`src/rtl/clk_period_meter.sv`:
```
// -----------------------------------------------------------------------------
// clk_period_meter
//
// Receive-side checker for a divided clock (nominally EXP_PERIOD clk cycles).
// The divided clock is synchronised into the clk domain, its period and high
// time are measured in clk cycles, and a lock indication is raised once
// LOCK_CNT consecutive periods fall within EXP_PERIOD +/- TOL. Loss of the
// divided clock (no rising edge for TIMEOUT cycles) raises a sticky flag.
//
// Ports:
//   clk        in   system clock, all logic on the rising edge
//   rst        in   asynchronous, active-high reset
//   sig_in     in   divided clock under test, asynchronous to clk
//   period     out  last measured period in clk cycles
//   high_time  out  high time of the last measured period in clk cycles
//   meas_valid out  single-cycle pulse when period/high_time update
//   locked     out  period has been stable within tolerance
//   timeout    out  sticky loss flag, cleared by the next rising edge
// -----------------------------------------------------------------------------
module clk_period_meter #(
    parameter int CNT_W      = 12,
    parameter int EXP_PERIOD = 625,
    parameter int TOL        = 2,
    parameter int LOCK_CNT   = 4,
    parameter int TIMEOUT    = 2047
) (
    input  logic             clk,
    input  logic             rst,
    input  logic             sig_in,
    output logic [CNT_W-1:0] period,
    output logic [CNT_W-1:0] high_time,
    output logic             meas_valid,
    output logic             locked,
    output logic             timeout
);

    localparam logic [CNT_W-1:0] CNT_MAX   = '1;
    localparam logic [CNT_W-1:0] CNT_ONE   = CNT_W'(1);
    localparam logic [CNT_W-1:0] TIMEOUT_C = CNT_W'(TIMEOUT);
    localparam logic [CNT_W-1:0] GOOD_LO   = CNT_W'(EXP_PERIOD - TOL);
    localparam logic [CNT_W-1:0] GOOD_HI   = CNT_W'(EXP_PERIOD + TOL);
    localparam logic [3:0]       LOCK_C    = 4'(LOCK_CNT);

    typedef enum logic [1:0] {
        IDLE,
        FIRST,
        RUN
    } state_t;

    state_t state, state_next;

    logic             s1, s2, s3;
    logic             rise, fall;
    logic [CNT_W-1:0] pcnt, hcnt, hlat;
    logic [3:0]       good_cnt;
    logic [3:0]       good_cnt_inc;
    logic             period_good;
    logic             publish;
    logic             lost;

    // Three-flop synchroniser. s1 may go metastable; edges are taken from
    // s2/s3 so every edge sees the same fixed latency and the measured
    // differences are exact.
    // NOTE: sequential state uses non-blocking assignments so all flops
    // update together from pre-edge values, independent of statement order.
    always_ff @(posedge clk or posedge rst) begin
        if (rst) begin
            s1 <= 1'b0;
            s2 <= 1'b0;
            s3 <= 1'b0;
        end else begin
            s1 <= sig_in;
            s2 <= s1;
            s3 <= s2;
        end
    end

    assign rise = s2 & ~s3;
    assign fall = ~s2 & s3;

    // Period and high-time counters, both restarting at 1 on a rise and
    // saturating rather than wrapping so a dead input cannot alias to a
    // plausible period.
    always_ff @(posedge clk or posedge rst) begin
        if (rst) begin
            pcnt <= '0;
            hcnt <= '0;
            hlat <= '0;
        end else begin
            if (rise)
                pcnt <= CNT_ONE;
            else if (pcnt != CNT_MAX)
                pcnt <= pcnt + CNT_ONE;

            if (rise)
                hcnt <= CNT_ONE;
            else if (s2 && (hcnt != CNT_MAX))
                hcnt <= hcnt + CNT_ONE;

            if (fall)
                hlat <= hcnt;
        end
    end

    assign period_good  = (pcnt >= GOOD_LO) && (pcnt <= GOOD_HI);
    assign good_cnt_inc = (good_cnt >= LOCK_C) ? LOCK_C : good_cnt + 4'd1;

    always_ff @(posedge clk or posedge rst) begin
        if (rst)
            state <= IDLE;
        else
            state <= state_next;
    end

    // A rise takes priority over the timeout compare, so a period of exactly
    // TIMEOUT cycles is still published as a measurement.
    // NOTE: every signal driven here gets a default first, so no path can
    // leave one unassigned and infer a latch.
    always_comb begin
        state_next = state;
        publish    = 1'b0;
        lost       = 1'b0;
        case (state)
            IDLE: begin
                if (rise)
                    state_next = FIRST;
            end
            FIRST, RUN: begin
                if (rise) begin
                    state_next = RUN;
                    publish    = 1'b1;
                end else if (pcnt == TIMEOUT_C) begin
                    state_next = IDLE;
                    lost       = 1'b1;
                end
            end
            default: state_next = IDLE;
        endcase
    end

    always_ff @(posedge clk or posedge rst) begin
        if (rst) begin
            period     <= '0;
            high_time  <= '0;
            meas_valid <= 1'b0;
            locked     <= 1'b0;
            timeout    <= 1'b0;
            good_cnt   <= '0;
        end else begin
            meas_valid <= publish;

            if (publish) begin
                period    <= pcnt;
                high_time <= hlat;
                if (period_good) begin
                    good_cnt <= good_cnt_inc;
                    locked   <= (good_cnt_inc == LOCK_C);
                end else begin
                    good_cnt <= '0;
                    locked   <= 1'b0;
                end
            end

            if (lost) begin
                timeout  <= 1'b1;
                locked   <= 1'b0;
                good_cnt <= '0;
            end

            if ((state == IDLE) && rise)
                timeout <= 1'b0;
        end
    end

endmodule

```
`config.mk`:
```
export PLATFORM = sky130hd
export DESIGN_NAME = clk_period_meter
export DESIGN_NICKNAME = d
export VERILOG_FILES = /design/src/rtl/clk_period_meter.sv
export SDC_FILE = /design/constraint.sdc
export NUM_CORES = 1
export LEC_CHECK = 0
export BUFFER_PORTS_ARGS = -buffer_cell sky130_fd_sc_hd__buf_4
export CORE_ASPECT_RATIO = 1.75
export CORE_MARGIN = 4
export CORE_UTILIZATION = 53
export DETAILED_ROUTE_END_ITERATION = 16
export GPL_TIMING_DRIVEN = 0
export PLACE_DENSITY = 0.8
export SLEW_MARGIN = 20
export SYNTH_ARGS = -nofsm -noshare
export SYNTH_HDL_FRONTEND = slang
export SYNTH_SLANG_ARGS = --single-unit
```
`constraint.sdc`:
```
create_clock -name clk -period 2.1 [get_ports clk]
set_input_delay 0.105 -clock clk [delete_from_list [all_inputs] [get_ports clk]]
set_output_delay 0.105 -clock clk [all_outputs]
set_load 0.005 [all_outputs]
```
==> metrics.cfg <==
[yosys]
syn_avg_cell_area_um2=11.0
synth_top_area_frac=0.559
netlist_area_um2=3220
synth.area.top_cells=dfrtp_1 (56%), mux2_2 (8.7%), nand2_1 (6.4%), ha_1 (2.3%), a31oi_1 (1.9%)
ys_ff_latch=72
synth_warnings=0
synth_commonest_cells=dfrtp_1 (72), nand2_1 (55), mux2_2 (25), o21ai_0 (12), a21oi_1 (11)
synth_simple_gate_area_frac=0.184
synth_xor_area_frac=0.00543
synthFlopType=dfrtp_1
yosysMostFrequentCell=dfrtp_1
syn_inst=292
synth.distinct_cells=46
synth_compound_area_frac=0.113
yosysTopAreaCell=dfrtp_1
synth-edff-count=0
synth_top_family_by_area=simple AND/OR/NAND/NOR gates
synthArstFlopShare=1.00
synth.mux.area_fraction=0.0905
syn-num-nets=301
synthAdderAreaFrac=0.0233
ys_seq_area_frac=0.559

[power_and_ir_drop]
leakage_nw=1.82
p_per_area_nw_per_um2=900
peakVddDrop_mv=0.661

[worst_setup_path]
critPathLaunchType=flip-flop
cpMaxStageDelayCell=dfrtp_1
crit_path_end_kind=flip-flop
crit_buf_inv=1
max_stage_delay_ns=0.44
cp.required_ns=2.31
crit_type=flip-flop to flip-flop
arrival_ns=2.19
path_cells=ha_1 > and4_1 > clkbuf_1 > nand4_1 > xnor2_1 > nand2_1
cp_max_fo=7
crit_family=simple AND/OR/NAND/NOR gates

[placed_design]
dpl.cell_count=400
hpwl_mm=4.55
dpl_cell_area_um2=3560
place.gp.congestion=0.829
io_buffers=29

[grt]
grt_pass1_wl_mm=11.3
grt_usage=0.200
grt_max_degree=41
grt-ovfl-total=0
grt_antenna_before_repair=0
grt_pass1_vias=2397

[drt]
drt-pass1-iter-count=4
detail_route.vias_per_cell=5.74
routed_wl_mm=6.45
via_count=2392
drc=0
wl_per_cell_um=15.5
ant_nets=0
dr.first_iter.drc_count=169

[sta]
period_needed_ns=1.98
setup_viol=0
grt_setup_unrepaired=no
clock_skew_ns=0.00804
setup-tns-final_ns=0
fmax_mhz=505
fin_crit_sh=0.944
drv_slew=0
tightest_slew_ns=0.606
hold_viol=0
slew_headroom=0.596
fin_hold_ws_ns=0.306

[flow_run]
maxCapViolCount=0

[clock_network]
root_buffer=clkbuf_8
htreeDepth=3
cts.sinks=72
cts_tree=built
postCtsSetupRepairBufs=0
path_clk_slew_ns=0.07
insertion_delay_ns=0.35
cts_inserted_buffers=9
cts.path.max_buffers=2

[outcome]
status=completed

[floorplanning]
start_util=0.548
core_area_um2=5880
die_w_um=67.0
die_h_um=111
ios=30
dieArea_um2=7440
rows=37

[layout]
final_layout_size_suffix_gt1_frac=0.257
antenna_cells=0
final_cells=417
nNetsFinal=344
finalInstanceArea_um2=3770
fill_cells=519
fin_util=0.641
area_delta_synth_final_pct=17.0

[min_path]
hold_class=input pin to asynchronous set/reset pin

==> placed cells by master, fill, tap and decap left out, drive strengths merged, types with 2 or more instances in the layout <==
| cell | n |
|---|---|
| o21ai | 15 |
| nand4b | 2 |
| nor4 | 3 |
| a31o | 2 |
| ha | 6 |
| nand4 | 8 |
| nand3 | 4 |
| o31ai | 2 |
| a31oi | 10 |
| nor2b | 4 |
| a41o | 3 |
| nor3 | 4 |
| and2 | 7 |
| nand2b | 2 |
| nor2 | 9 |
| and4 | 5 |
| mux2 | 25 |
| inv | 8 |
| xnor2 | 2 |
| a32o | 2 |
| dlygate4sd3 | 2 |
| nand2 | 55 |
| or4 | 3 |
| clkbuf | 18 |
| clkinv | 3 |
| a211oi | 3 |
| a21oi | 11 |
| dfrtp | 72 |
| or3 | 3 |
| buf | 35 |
==> timing repair <==
item	CTS	global route
gates resized for setup	1	2
endpoints found under the setup margin	16	10
gates cloned	0	0
hold endpoints to repair	33	0
hold buffers	2	0
==> logic make-up after synthesis <==
family / count (synthesis)
AND/OR/NAND/NOR: 113
flip-flops: 72
AO/OA/AOI/OAI: 53
multiplexers: 26
buffers and inverters: 20
adder cells (fa/ha/maj): 6
XOR/XNOR: 2
==> metal layers <==
metal,track usage,part of all wire
met2,0.332,0.53
met1,0.227,0.39
met4,0.110,0.037
met3,0.0527,0.048
met5,0,0
==> through the flow <==
| step | total power, W | setup WS [ns] |
|---|---|---|
| finish | 0.00339 | 0.118 |
| global route | 0.00360 | 0.00177 |
| CTS | 0.00343 | 0.0623 |
| detailed placement | 0.00236 | -0.162 |
| global placement | 0.00233 | -0.644 |
| floorplan | 0.00210 | 0.170 |
==> flip-flops by register name, summed over array words and instances (netlist names) <==
signal	flops
pcnt	12
period	12
high_time	12
s3	1
s1	1
state	2
locked	1
s2	1
meas_valid	1
timeout	1
hcnt	12
hlat	12
good_cnt	4
==> worst paths after layout <==
| kind | start | end | slack [ns] | cells past startpoint |
|---|---|---|---|---|
| max | pcnt[0] | pcnt[0] | 0.12 | 6 |
| min in group clk | s1 | s2 | 0.36 | 0 |
| max in group asynchronous | rst | s1 | 1.24 | 4 |
| min | rst | high_time[8] | 0.31 | 3 |
| min reg2reg | s1 | s2 | 0.36 | 0 |
| max reg2reg | pcnt[0] | pcnt[0] | 0.12 | 6 |
==> where the power goes <==
group | leakage [nW] | total, W | switching [W] | internal [W]
combinational | 0.751 | 0.000664 | 0.000349 | 0.000315
clock | 0.0989 | 0.00105 | 0.000486 | 0.000568
sequential | 0.969 | 0.00167 | 0.000130 | 0.00154
==> worst reg2reg max path, delay by kind of cell, from the launching register on <==
kind / cells / cell delay (ns)
fa+ha+maj: 1 / 0.28
buf+inv: 1 / 0.28
xor+xnor: 1 / 0.23
simple gates: 3 / 0.61
flops: 1 / 0.44
==> area by class of cell <==
type	instances	area (um^2)	share of cell area
Tap cell	78	97.6	0.0259
Multi-Input combinational cell	200	1340	0.356
Buffer	12	52.6	0.0139
Timing Repair Buffer	32	258	0.0684
Clock inverter	4	45.0	0.0119
Clock buffer	11	141	0.0375
Sequential cell	72	1800	0.478
Inverter	8	32.5	0.00863
No activity file was read; power rests on OpenSTA's default activity.
